`src/rtl/vga_timing_pkg.sv`:
```
// Shared constants, widths and bus types for the character-grid raster timing generator.
// Defaults describe 640x480@60 with an 8x8 character cell.
package vga_timing_pkg;

  localparam int CNT_W     = 10;
  localparam int FRAME_W   = 8;

  localparam int CHAR_W    = 8;
  localparam int CHAR_H    = 8;
  localparam int SUBPIX_W  = $clog2(CHAR_W);
  localparam int SUBLINE_W = $clog2(CHAR_H);
  localparam int COL_W     = CNT_W - SUBPIX_W;
  localparam int LINE_W    = CNT_W - SUBLINE_W;

  localparam int DEF_H_ACTIVE = 640;
  localparam int DEF_H_FP     = 16;
  localparam int DEF_H_SYNC   = 96;
  localparam int DEF_H_BP     = 48;
  localparam int DEF_V_ACTIVE = 480;
  localparam int DEF_V_FP     = 10;
  localparam int DEF_V_SYNC   = 2;
  localparam int DEF_V_BP     = 33;

  localparam int MAX_ACTIVE     = 1016;
  localparam int MAX_TOTAL      = 1 << CNT_W;
  localparam int MAX_SYNC_DELAY = 7;

  typedef struct packed {
    logic hsync;
    logic vsync;
    logic active;
  } sync_bus_t;

  localparam int SYNC_BUS_W = $bits(sync_bus_t);

  typedef struct packed {
    logic [COL_W-1:0]     column;
    logic [LINE_W-1:0]    line;
    logic [SUBPIX_W-1:0]  pixel;
    logic [SUBLINE_W-1:0] subline;
  } char_coord_t;

  function automatic int h_total(input int active, input int fp, input int sync, input int bp);
    return active + fp + sync + bp;
  endfunction

  function automatic int v_total(input int active, input int fp, input int sync, input int bp);
    return active + fp + sync + bp;
  endfunction

endpackage

```
`src/rtl/sync_delay_line.sv`:
```
// Fixed-depth shift register that keeps sync/blank aligned with the pipelined pixel path.
// DEPTH = 0 collapses to a wire.
module sync_delay_line #(
  parameter int               WIDTH   = 3,
  parameter int               DEPTH   = 2,
  parameter logic [WIDTH-1:0] RST_VAL = '0
) (
  input  logic             pixel_clock,
  input  logic             reset,
  input  logic [WIDTH-1:0] i_data,
  output logic [WIDTH-1:0] o_data
);

  generate
    if (DEPTH == 0) begin : g_bypass
      assign o_data = i_data;
    end else begin : g_pipe
      logic [WIDTH-1:0] r_stage [DEPTH];

      // NOTE: stages are a handful of flops, not a RAM, so each one is reset to the idle sync level.
      always_ff @(posedge pixel_clock or negedge reset) begin
        if (!reset) begin
          for (int i = 0; i < DEPTH; i++) r_stage[i] <= RST_VAL;
        end else begin
          r_stage[0] <= i_data;
          for (int i = 1; i < DEPTH; i++) r_stage[i] <= r_stage[i-1];
        end
      end

      assign o_data = r_stage[DEPTH-1];
    end
  endgenerate

endmodule

```
`src/rtl/vga_char_timing.sv`:
```
// Free-running raster counters, sync generation and character-grid coordinate decode.
// Sync and blank are delayed SYNC_DELAY cycles; coordinates and frame_start are not.
module vga_char_timing
  import vga_timing_pkg::*;
#(
  parameter int H_ACTIVE   = DEF_H_ACTIVE,
  parameter int H_FP       = DEF_H_FP,
  parameter int H_SYNC     = DEF_H_SYNC,
  parameter int H_BP       = DEF_H_BP,
  parameter int V_ACTIVE   = DEF_V_ACTIVE,
  parameter int V_FP       = DEF_V_FP,
  parameter int V_SYNC     = DEF_V_SYNC,
  parameter int V_BP       = DEF_V_BP,
  parameter bit SYNC_POL   = 1'b0,
  parameter int SYNC_DELAY = 2
) (
  input  logic                 pixel_clock,
  input  logic                 reset,
  output logic [COL_W-1:0]     char_column,
  output logic [LINE_W-1:0]    char_line,
  output logic [SUBLINE_W-1:0] subchar_line,
  output logic [SUBPIX_W-1:0]  subchar_pixel,
  output logic                 hsync,
  output logic                 vsync,
  output logic                 video_on,
  output logic                 frame_start,
  output logic [FRAME_W-1:0]   frame_count
);

  localparam int H_TOTAL = h_total(H_ACTIVE, H_FP, H_SYNC, H_BP);
  localparam int V_TOTAL = v_total(V_ACTIVE, V_FP, V_SYNC, V_BP);
  localparam int CMP_W   = CNT_W + 1;

  // Boundaries are one bit wider than the counters so an end value of 1024 does not wrap.
  localparam logic [CMP_W-1:0] H_ACT_END   = CMP_W'(H_ACTIVE);
  localparam logic [CMP_W-1:0] H_SYNC_BEG  = CMP_W'(H_ACTIVE + H_FP);
  localparam logic [CMP_W-1:0] H_SYNC_END  = CMP_W'(H_ACTIVE + H_FP + H_SYNC);
  localparam logic [CMP_W-1:0] V_ACT_END   = CMP_W'(V_ACTIVE);
  localparam logic [CMP_W-1:0] V_SYNC_BEG  = CMP_W'(V_ACTIVE + V_FP);
  localparam logic [CMP_W-1:0] V_SYNC_END  = CMP_W'(V_ACTIVE + V_FP + V_SYNC);
  localparam logic [CNT_W-1:0] H_LAST      = CNT_W'(H_TOTAL - 1);
  localparam logic [CNT_W-1:0] V_LAST      = CNT_W'(V_TOTAL - 1);

  localparam sync_bus_t SYNC_IDLE = '{hsync: ~SYNC_POL, vsync: ~SYNC_POL, active: 1'b0};

  generate
    if (H_ACTIVE < 1 || V_ACTIVE < 1 || H_ACTIVE > MAX_ACTIVE || V_ACTIVE > MAX_ACTIVE ||
        H_TOTAL > MAX_TOTAL || V_TOTAL > MAX_TOTAL ||
        SYNC_DELAY < 0 || SYNC_DELAY > MAX_SYNC_DELAY) begin : g_bad_params
      $error("vga_char_timing: unsupported timing parameters");
    end
  endgenerate

  logic [CNT_W-1:0]   r_h_count;
  logic [CNT_W-1:0]   r_v_count;
  logic [FRAME_W-1:0] r_frame_count;
  logic               r_frame_start;

  logic               w_h_last;
  logic               w_v_last;
  logic [CMP_W-1:0]   w_h_ext;
  logic [CMP_W-1:0]   w_v_ext;
  logic               w_active_raw;
  sync_bus_t          w_sync_raw;
  sync_bus_t          w_sync_dly;
  char_coord_t        w_coord;

  assign w_h_last = (r_h_count == H_LAST);
  assign w_v_last = (r_v_count == V_LAST);
  assign w_h_ext  = {1'b0, r_h_count};
  assign w_v_ext  = {1'b0, r_v_count};

  // NOTE: non-blocking assignments keep every register sampling pre-edge values regardless of block order.
  always_ff @(posedge pixel_clock or negedge reset) begin
    if (!reset) begin
      r_h_count     <= '0;
      r_v_count     <= '0;
      r_frame_count <= '0;
      r_frame_start <= 1'b0;
    end else begin
      // Registered from the last pixel so the pulse lands on h=0,v=0 but never right after reset.
      r_frame_start <= w_h_last && w_v_last;
      if (w_h_last) begin
        r_h_count <= '0;
        if (w_v_last) begin
          r_v_count     <= '0;
          r_frame_count <= r_frame_count + 1'b1;
        end else begin
          r_v_count <= r_v_count + 1'b1;
        end
      end else begin
        r_h_count <= r_h_count + 1'b1;
      end
    end
  end

  // NOTE: every always_comb output gets a default first so no path can infer a latch.
  always_comb begin
    w_active_raw      = (w_h_ext < H_ACT_END) && (w_v_ext < V_ACT_END);
    w_sync_raw        = SYNC_IDLE;
    w_sync_raw.active = w_active_raw;
    if (w_h_ext >= H_SYNC_BEG && w_h_ext < H_SYNC_END) w_sync_raw.hsync = SYNC_POL;
    if (w_v_ext >= V_SYNC_BEG && w_v_ext < V_SYNC_END) w_sync_raw.vsync = SYNC_POL;
  end

  always_comb begin
    w_coord = '0;
    if (w_active_raw) begin
      w_coord.column  = r_h_count[CNT_W-1:SUBPIX_W];
      w_coord.pixel   = r_h_count[SUBPIX_W-1:0];
      w_coord.line    = r_v_count[CNT_W-1:SUBLINE_W];
      w_coord.subline = r_v_count[SUBLINE_W-1:0];
    end
  end

  sync_delay_line #(
    .WIDTH   (SYNC_BUS_W),
    .DEPTH   (SYNC_DELAY),
    .RST_VAL (SYNC_IDLE)
  ) u_sync_delay (
    .pixel_clock (pixel_clock),
    .reset       (reset),
    .i_data      (w_sync_raw),
    .o_data      (w_sync_dly)
  );

  assign hsync         = w_sync_dly.hsync;
  assign vsync         = w_sync_dly.vsync;
  assign video_on      = w_sync_dly.active;
  assign char_column   = w_coord.column;
  assign char_line     = w_coord.line;
  assign subchar_pixel = w_coord.pixel;
  assign subchar_line  = w_coord.subline;
  assign frame_start   = r_frame_start;
  assign frame_count   = r_frame_count;

endmodule

```
`config.mk`:
```
export PLATFORM = sky130hd
export DESIGN_NAME = vga_char_timing
export DESIGN_NICKNAME = d
export VERILOG_FILES = /design/src/rtl/vga_timing_pkg.sv /design/src/rtl/sync_delay_line.sv /design/src/rtl/vga_char_timing.sv
export SDC_FILE = /design/constraint.sdc
export NUM_CORES = 1
export LEC_CHECK = 0
export ABC_AREA = 1
export BUFFER_PORTS_ARGS = -buffer_cell sky130_fd_sc_hd__buf_2
export CAP_MARGIN = 0
export CORE_MARGIN = 2
export CORE_UTILIZATION = 60
export CTS_CLUSTER_DIAMETER = 80
export DETAILED_ROUTE_END_ITERATION = 8
export PLACE_DENSITY = 0.91
export SLEW_MARGIN = 5
export SYNTH_ARGS = -nofsm -noshare
export SYNTH_HDL_FRONTEND = slang
export SYNTH_SLANG_ARGS = --single-unit
```
`constraint.sdc`:
```
create_clock -name pixel_clock -period 2.6 [get_ports pixel_clock]
set_input_delay 0.39 -clock pixel_clock [delete_from_list [all_inputs] [get_ports pixel_clock]]
set_output_delay 0.39 -clock pixel_clock [all_outputs]
set_load 0.01 [all_outputs]
```
==> metrics.md, run 1 <==
| Metric | Value |
|---|---|
| Status | `finished clean` |
| RSZ-0062 raised after global routing | `no` |
| Cell area after synthesis | `0.002036 mm^2` |
| Reg2reg start | `r_v_count[0]` |
| Vias in the first global route | `1479` |
| First-pass GRT wire length | `6.555 mm` |
| Logic pwr share | `0.013` |
| Clk buf depth | `2` |
| Initial DRC count | `110` |
| Slew margin rel. | `0.4948` |
| Total Routed Length | `3.741 mm` |
| Area leader, netlist | `dfrtp_1` |
| WL per Instance | `11.37 um` |
| Nets | `289` |
| Most frequent cells in the layout | `nand2_1, inv_1, buf_2` |
| P_sw | `188.1 uW` |
| Top cell type's share of synthesized area | `0.3811` |
| Leak pwr | `0.001221 uW` |
| Share of layout cells above drive strength 1 | `0.2615` |
| Ant diodes | `0` |
| Num CTS Buffers | `5` |
| Cell Chain, Critical Path | `nand2_1, nor2_1, nor3_4, inv_4, nor2_1, buf_2` |
| Die height | `62.25 um` |
| Register-to-Register Path Depth | `9` |
| Hpwl dp | `2.755 mm` |
| Sink Count | `35` |
| Io pins | `34` |
| Arrival @ worst endpoint | `1830 ps` |
| Mapped Cells | `248` |
| Row count | `21` |
| Global Route Usage Sum | `0.2136` |
| CTS tree | `yes` |
| Placement Setup Slack | `789.3 ps` |
| Syn_area_per_cell | `8.208 um^2` |
| # resized after CTS | `0` |
| Die area | `0.003875 mm^2` |
| Final Hold Viols | `0` |
| Crit-path max FO | `18` |
| Buffers on Ports | `32` |
| Grt ovf | `0` |
| Max cap viols | `0` |
| Switching Fraction | `0.2256` |
| Number of routed nets with antenna violations | `0` |
| HP Class | `primary input to async pin` |
| Placer congestion estimate | `0.8749` |
| Core region area | `0.003284 mm^2` |
| Layout area overhead | `11.12%` |
| CP max stage delay | `520 ps` |
| Clock power frac | `0.334` |
| Cell family with most CP delay | `simple AND/OR/NAND/NOR gates` |
| CP max stage cell | `dfrtp_1` |
| Startpoint types | `register` |
| Worst path depth | `6` |
| Reg-to-Reg End | `frame_count[6]` |
| Fin crit share | `0.8557` |
| Vias | `1646` |
| Crit path buf inv count | `2` |
| Worst slew pin tran | `757.9 ps` |
| Worst Setup Path Type | `register to output port` |
| Initial Util | `0.6198` |
| Crit end category | `output port` |
| Final Setup Violations | `0` |
| DRT Pass-1 Iters | `4` |
| Clk root buf | `clkbuf_4` |
| Synth Register Bits | `35` |
| Post-synthesis sequential area ratio | `0.4327` |
| Clock slew at reported path FFs | `110 ps` |
| Internal cell power | `645.4 uW` |
| Largest net degree at the start of global routing | `36` |
| Worst-Skew Late Latency | `330 ps` |
| Highest Clock Rate | `0.4494 GHz` |
| Setup TNS | `0 ps` |
| Synth warn | `0` |
| R2R setup slack | `920 ps` |
| Pins Over Slew Limit | `0` |
| Post-Syn Nets | `255` |
| Most common cell after layout, fill and taps aside | `nand2_1` |
| PwrDens | `368.5 mW/mm^2` |
| Initial antenna violation count | `0` |
| Worst setup margin | `375.1 ps` |
| Synth unique cells | `31` |
| CTS Hold Buffers Added | `0` |
| Clock H-tree levels | `2` |
| Post-CTS Setup Bufs | `0` |
| Die width | `62.25 um` |
| Setup Skew | `6.946 ps` |
| Maximum vdd drop | `0.2339 mV` |
| Synth top area cells | `dfrtp_1, nand2_1, inv_1, dfstp_2, nor2_1` |
| Most used cell, CP | `nor2_1` |
| Crit path time final | `2225 ps` |
| Drc violations | `0` |
| Avg Vias per Cell | `5.003` |
| Sequential power share | `0.653` |
| Worst endpoint required time | `2210 ps` |
## per-layer routing
metal  global-route usage  part of all wire  wire length [um]
met5                    0                 0                 0
met4               0.1028             0.012                46
met3              0.04348             0.038               143
met2               0.3451              0.48              1782
met1               0.2768              0.47              1768
## cell families after synthesis
logic type	after synthesis	share of synthesized area
AND/OR/NAND/NOR	132	0.3337
buffers and inverters	43	0.09465
flip-flops	35	0.4327
AO/OA/AOI/OAI	19	0.04671
XOR/XNOR	13	0.05963
adder cells (fa/ha/maj)	5	0.03073
other	1	0.001842
## how the worst max path moves through the flow
stage / from / to / slack, ps
after detailed placement: r_v_count[5] / subchar_pixel[0] / 790
after floorplan: r_h_count[8] / char_column[0] / 1000
after global routing: r_v_count[5] / subchar_pixel[1] / 230
after CTS: r_v_count[5] / subchar_pixel[0] / 370
final: r_v_count[5] / subchar_pixel[0] / 380
after global placement: r_v_count[5] / char_line[0] / 880
## registers in the layout, summed over array words and instances, names as in the netlist
signal                       cells
u_sync_delay.g_pipe.r_stage      3
frame_count                      8
frame_start                      1
r_v_count                       10
r_h_count                       10
u_sync_delay.o_data              3
## power groups by stage
| stage | logic [uW] | registers [uW] | clock network, uW |
|---|---|---|---|
| 6_report | 11.1 | 544 | 278 |
| 5_1_grt | 13.5 | 545 | 321 |
| 4_1_cts | 11.9 | 544 | 292 |
| 3_5_place_dp | 11.9 | 555 | 0 |
| 3_3_place_gp | 11.9 | 555 | 0 |
| 2_1_floorplan | 1.74 | 555 | 0 |
## layout make-up
| type | instances | area [um^2] |
|---|---|---|
| fillers | 274 | 1022 |
| clock inverters | 3 | 15.01 |
| flip-flops and latches | 35 | 880.8 |
| well taps | 46 | 57.56 |
| inverters | 38 | 148.9 |
| repair buffers | 32 | 160.2 |
| multi-input cells | 170 | 962.2 |
| clock buffers | 5 | 37.54 |
## cells in the mapped netlist (all sizes together)
library cell	n
nand2	57
nor2	43
inv	37
dfrtp	31
o21ai	16
nand3	14
nand4	11
xor2	10
nor3	6
buf	5
ha	5
dfstp	4
a21oi	3
xnor2	3
clkinv	1
conb	1
nand3b	1
## metrics by stage
step	power [uW]	std cells	utilization	instance area, um^2	hold slack, ps
2_1_floorplan	556.6	248	-	2036	94.41
3_3_place_gp	566.6	321	0.6728	2210	334.5
3_5_place_dp	566.7	321	0.6728	2210	336.3
4_1_cts	848.7	329	0.6888	2262	129.8
5_1_grt	879.4	329	0.6888	2262	158.8
6_report	833.5	329	0.6888	2262	110.7
(Power assumes the default switching activity.)
==> inputs of run 2 (changes only) <==
Settings changed: CORE_UTILIZATION 60 to 56, PLACE_DENSITY 0.91 to 0.86.
Clock period 2.6 ns to 2.1 ns, I/O delays scaled along.
==> run 2 against run 1 <==
Compared with the run above:
- sequential share of layout area decreased by 1.2 points
- register-to-register slack got worse by 520 ps
- global-route usage increased by 0.17 points
- utilization decreased by 0.30 points
- sequential power increased by 24%
- non-clock buffer count increased by 5
- critical endpoint is now subchar_line[1]
- power increased by 26%
- final area increased by 3.5%
- hold slack got worse by 92 ps
- count of clock-buffer cells in the layout increased by 1
- cell count increased by 2.1%
==> metrics.md, run 2 (synthesized netlist as in run 1, its figures left out) <==
| Metric | Value |
|---|---|
| Status | `finished clean` |
| Placed insts | `321` |
| Buffers on Ports | `32` |
| Total Routed Length | `4.277 mm` |
| Crit-path max FO | `4` |
| Crit path time final | `2047 ps` |
| Post-route cell area | `0.002342 mm^2` |
| Arrival @ worst endpoint | `1730 ps` |
| Hpwl dp | `2.789 mm` |
| Leak pwr | `0.001268 uW` |
| CP max stage delay | `440 ps` |
| Worst Setup Path Type | `register to output port` |
| Die height | `64.29 um` |
| Clk buf depth | `2` |
| Final core utilization | `0.6857` |
| Worst setup margin | `53.06 ps` |
| Avg Vias per Cell | `5.193` |
| Number of routed nets with antenna violations | `0` |
| Share of layout cells above drive strength 1 | `0.2966` |
| Most common cell after layout, fill and taps aside | `nand2_1` |
| Cell Chain, Critical Path | `nand2_4, nand2_2, nor3_4, buf_4, inv_4, nor2_1, buf_2` |
| DRT Pass-1 Iters | `5` |
| Highest Clock Rate | `0.4885 GHz` |
| Vias in the first global route | `1584` |
| Startpoint types | `register` |
| Nets | `296` |
| Initial antenna violation count | `0` |
| Pins Over Slew Limit | `0` |
| Drc violations | `0` |
| Num CTS Buffers | `5` |
| Post-DP Area | `0.002210 mm^2` |
| R2R setup slack | `400 ps` |
| Clock slew at reported path FFs | `110 ps` |
| Global Route Usage Sum | `0.2154` |
| Vias | `1745` |
| Io pins | `34` |
| CP max stage cell | `dfrtp_2` |
| First-pass GRT wire length | `6.879 mm` |
| CTS tree | `yes` |
| Crit end category | `output port` |
| Placement Setup Slack | `359.6 ps` |
| Final Setup Violations | `0` |
| Worst endpoint required time | `1780 ps` |
| Setup Skew | `4.903 ps` |
| Final Hold Viols | `0` |
| Sink Count | `35` |
| Maximum vdd drop | `0.3548 mV` |
| Row count | `21` |
| CTS Hold Buffers Added | `0` |
| Slew margin rel. | `0.5009` |
| Most frequent cells in the layout | `nand2_1, inv_1, buf_2` |
| Die width | `64.29 um` |
| Grt ovf | `0` |
| Largest net degree at the start of global routing | `36` |
| WL per Instance | `12.73 um` |
| Filler-free cell count of the finished design | `336` |
| HP Class | `primary input to async pin` |
| Fin crit share | `0.9747` |
| Clock H-tree levels | `2` |
| Clk root buf | `clkbuf_4` |
| Layout area overhead | `15.06%` |
| Die area | `0.004133 mm^2` |
| Core region area | `0.003416 mm^2` |
| PwrDens | `446.8 mW/mm^2` |
| Crit path buf inv count | `3` |
| Max cap viols | `0` |
| Initial Util | `0.5960` |
| Initial DRC count | `147` |
| Worst slew pin tran | `748.7 ps` |
| Placer congestion estimate | `0.8866` |
| Ant diodes | `0` |
| Worst-Skew Late Latency | `350 ps` |
| Cell family with most CP delay | `simple AND/OR/NAND/NOR gates` |
-- run 2: cell types whose count changed in the layout (fill, tap and decap cells not counted), sizes merged --
cell / change
clkbuf: +1
clkinvlp: +1
buf: +5
inv: +1
clkinv: -1
-- run 2: worst paths after layout --
path                                                 from  depth (start not counted)                endpoint
max                                          r_h_count[8]                          7         subchar_line[1]
min reg2reg                u_sync_delay.g_pipe.r_stage[4]                          0  u_sync_delay.o_data[1]
min                                                 reset                          1          frame_count[2]
min in group pixel_clock   u_sync_delay.g_pipe.r_stage[4]                          0  u_sync_delay.o_data[1]
max reg2reg                                  r_v_count[0]                          9          frame_count[6]
max in group asynchronous                           reset                          1            r_h_count[7]
-- run 2: what timing repair did --
item | 4_1_cts | 5_1_grt
setup endpoints to repair | 6 | 18
pin swaps | 1 | 2
resized for setup | 2 | 11
cloned | 0 | 2
setup buffers | 0 | 5
-- run 2: stage by stage --
step           TNS [ps]  hold WS [ps]  power, uW
6_report              0         18.92       1047
5_1_grt          -872.3         65.32       1108
4_1_cts               0         45.14       1059
3_5_place_dp          0         344.8      701.7
3_3_place_gp          0         345.0      701.9
2_1_floorplan         0         19.41      689.2
-- run 2: report_power, final --
| group | switching, uW | internal (uW) | total (uW) |
|---|---|---|---|
| clock network | 230 | 129 | 359 |
| logic | 12.9 | 0.670 | 13.6 |
| registers | 0 | 674 | 674 |
-- run 2: cell type report --
cell class	instances	area, um^2
clock buffers	6	41.29
fillers	296	1074
flip-flops and latches	35	884.6
repair buffers	37	201.4
repair inverters	2	12.51
multi-input cells	170	980.9
clock inverters	2	12.51
inverters	38	151.4
well taps	46	57.56
-- run 2: layer usage --
layer | share of wire | wire length [um] | GRT usage
met1 | 0.43 | 1826 | 0.2729
met2 | 0.49 | 2106 | 0.3411
met3 | 0.057 | 245 | 0.05282
met4 | 0.023 | 99 | 0.1117
met5 | 0 | 0 | 0
==> inputs of run 3 (changes only) <==
Settings changed: CELL_PAD_IN_SITES_DETAIL_PLACEMENT set to 2, CELL_PAD_IN_SITES_GLOBAL_PLACEMENT set to 2, CORE_UTILIZATION 56 to 33.
==> run 3 against run 2 <==
Compared with the run above:
- cell count increased by 6.8%
- register-to-register slack worse by 20 ps
- routed wire length rose by 32%
- combinational power rose by 7%
- fmax up 3.4%
- sequential power about the same
- utilization decreased by 29 points
- critical path type unchanged
- flip-flop and latch count is the same
- sequential share of layout area decreased by 0.28 points
==> metrics.md, run 3 (synthesized netlist as in run 1, its figures left out) <==
| Metric | Value |
|---|---|
| Status | `finished clean` |
| Worst-Skew Late Latency | `290 ps` |
| Cell Chain, Critical Path | `inv_2, nor3_2, nor3_4, inv_6, nor2_1, buf_2` |
| Number of routed nets with antenna violations | `0` |
| Worst endpoint required time | `1780 ps` |
| Fin crit share | `0.9423` |
| Die height | `82.54 um` |
| Die area | `0.006813 mm^2` |
| Most frequent cells in the layout | `nand2_1, inv_1, buf_2` |
| Initial DRC count | `66` |
| Final Setup Violations | `0` |
| Ant diodes | `0` |
| Placer congestion estimate | `0.7989` |
| Core region area | `0.005956 mm^2` |
| Vias in the first global route | `1927` |
| CTS Hold Buffers Added | `0` |
| Initial Util | `0.3418` |
| Fillers | `697` |
| Pins Over Slew Limit | `0` |
| Highest Clock Rate | `0.5053 GHz` |
| Clk buf depth | `2` |
| Clk root buf | `clkbuf_8` |
| Final Hold Viols | `0` |
| Setup TNS | `0 ps` |
| Leak pwr | `0.001239 uW` |
| CTS tree | `yes` |
| Hpwl dp | `4.172 mm` |
| Io pins | `34` |
| Crit end category | `output port` |
| Most common cell after layout, fill and taps aside | `nand2_1` |
| Arrival @ worst endpoint | `1660 ps` |
| Crit-path max FO | `18` |
| Worst slew pin tran | `806.6 ps` |
| Startpoint types | `register` |
| Clock slew at reported path FFs | `80 ps` |
| Total Routed Length | `5.650 mm` |
| Row count | `28` |
| Vias | `1753` |
| WL per Instance | `15.74 um` |
| HP Class | `primary input to async pin` |
| Layout area overhead | `15.43%` |
| Die width | `82.54 um` |
| R2R setup slack | `380 ps` |
| Pwr Total | `1203 uW` |
| Clock H-tree levels | `2` |
| Initial antenna violation count | `0` |
| PwrDens | `512.0 mW/mm^2` |
| Num CTS Buffers | `5` |
| Buffers on Ports | `32` |
| Avg Vias per Cell | `4.883` |
| Post-CTS Setup Bufs | `0` |
| Global Route Usage Sum | `0.1854` |
| Drc violations | `0` |
| Sink Count | `35` |
| Worst Hold Slack | `106.4 ps` |
| Nets | `290` |
| Grt ovf | `0` |
| Final core utilization | `0.3945` |
| Maximum vdd drop | `0.2207 mV` |
| Reg2reg start | `r_v_count[0]` |
| Largest net degree at the start of global routing | `36` |
| Share of layout cells above drive strength 1 | `0.2641` |
| Slew margin rel. | `0.4622` |
| Crit path time final | `1979 ps` |
| Register-to-Register Path Depth | `9` |
| RSZ-0062 raised after global routing | `no` |
| Setup Skew | `10.00 ps` |
| CP max stage delay | `450 ps` |
| First-pass GRT wire length | `9.459 mm` |
| Reg-to-Reg End | `frame_count[3]` |
| Max cap viols | `0` |
| DRT Pass-1 Iters | `4` |
| Worst Setup Path Type | `register to output port` |
| CP max stage cell | `dfrtp_1` |
run 3: changes by cell type in the layout (fill, tap and decap cells not counted), sizes merged:
| cell | delta |
|---|---|
| buf | -4 |
| clkbuf | +1 |
| clkinv | -1 |
| clkinvlp | -1 |
| inv | -1 |
run 3: worst max path at each step:
stage | slack [ps] | end | start | depth (start not counted)
final | 120 | subchar_line[2] | r_h_count[7] | 6
after global routing | 6 | subchar_pixel[0] | r_h_count[7] | 6
after CTS | 10 | subchar_line[2] | r_h_count[8] | 6
after detailed placement | 370 | subchar_line[0] | r_v_count[6] | 6
after global placement | 430 | subchar_pixel[0] | r_v_count[6] | 6
after floorplan | 570 | char_column[0] | r_h_count[8] | 6
run 3: routing by layer:
| layer | vias to the layer above | GRT usage | routed length, um |
|---|---|---|---|
| li1 | 840 | - | - |
| met1 | 878 | 0.2293 | 2492 |
| met2 | 29 | 0.3315 | 2919 |
| met3 | 6 | 0.03261 | 168 |
| met4 | 0 | 0.04918 | 70 |
| met5 | - | 0 | 0 |
run 3: cell type report:
cell class / instances / area [um^2] / share of cell area
Clock buffer: 7 / 86.33 / 0.03674
Clock inverter: 1 / 5.005 / 0.002130
Inverter: 38 / 151.4 / 0.06443
Multi-Input combinational cell: 170 / 964.7 / 0.4105
Sequential cell: 35 / 880.8 / 0.3749
Tap cell: 75 / 93.84 / 0.03994
Timing Repair Buffer: 33 / 167.7 / 0.07135
run 3: repair_timing:
action / CTS / global route
gates resized for setup: 1 / 1
pin swaps: 0 / 1
endpoints found under the setup margin: 2 / 18
cloned: 0 / 0
run 3: worst max-delay path: cells and delay by family (launching register included):
family	cells	cell delay, ps
flip-flops	1	450
AND/OR/NAND/NOR	3	500
buffers and inverters	3	430
run 3: per-stage QoR:
stage	setup WS [ps]	instance area, um^2	std cells
6_report	121.1	2350	359
4_1_cts	14.58	2347	359
2_1_floorplan	571.1	2036	248
5_1_grt	6.440	2350	359
3_5_place_dp	368.0	2253	351
3_3_place_gp	426.4	2253	351
run 3: power breakdown:
part | leakage [uW] | switching [uW] | internal (uW)
Clock | 0.0000482 | 250 | 265
Sequential | 0.000450 | 0 | 674
Combinational | 0.000740 | 13.8 | 0.671
Total | 0.00124 | 263 | 940
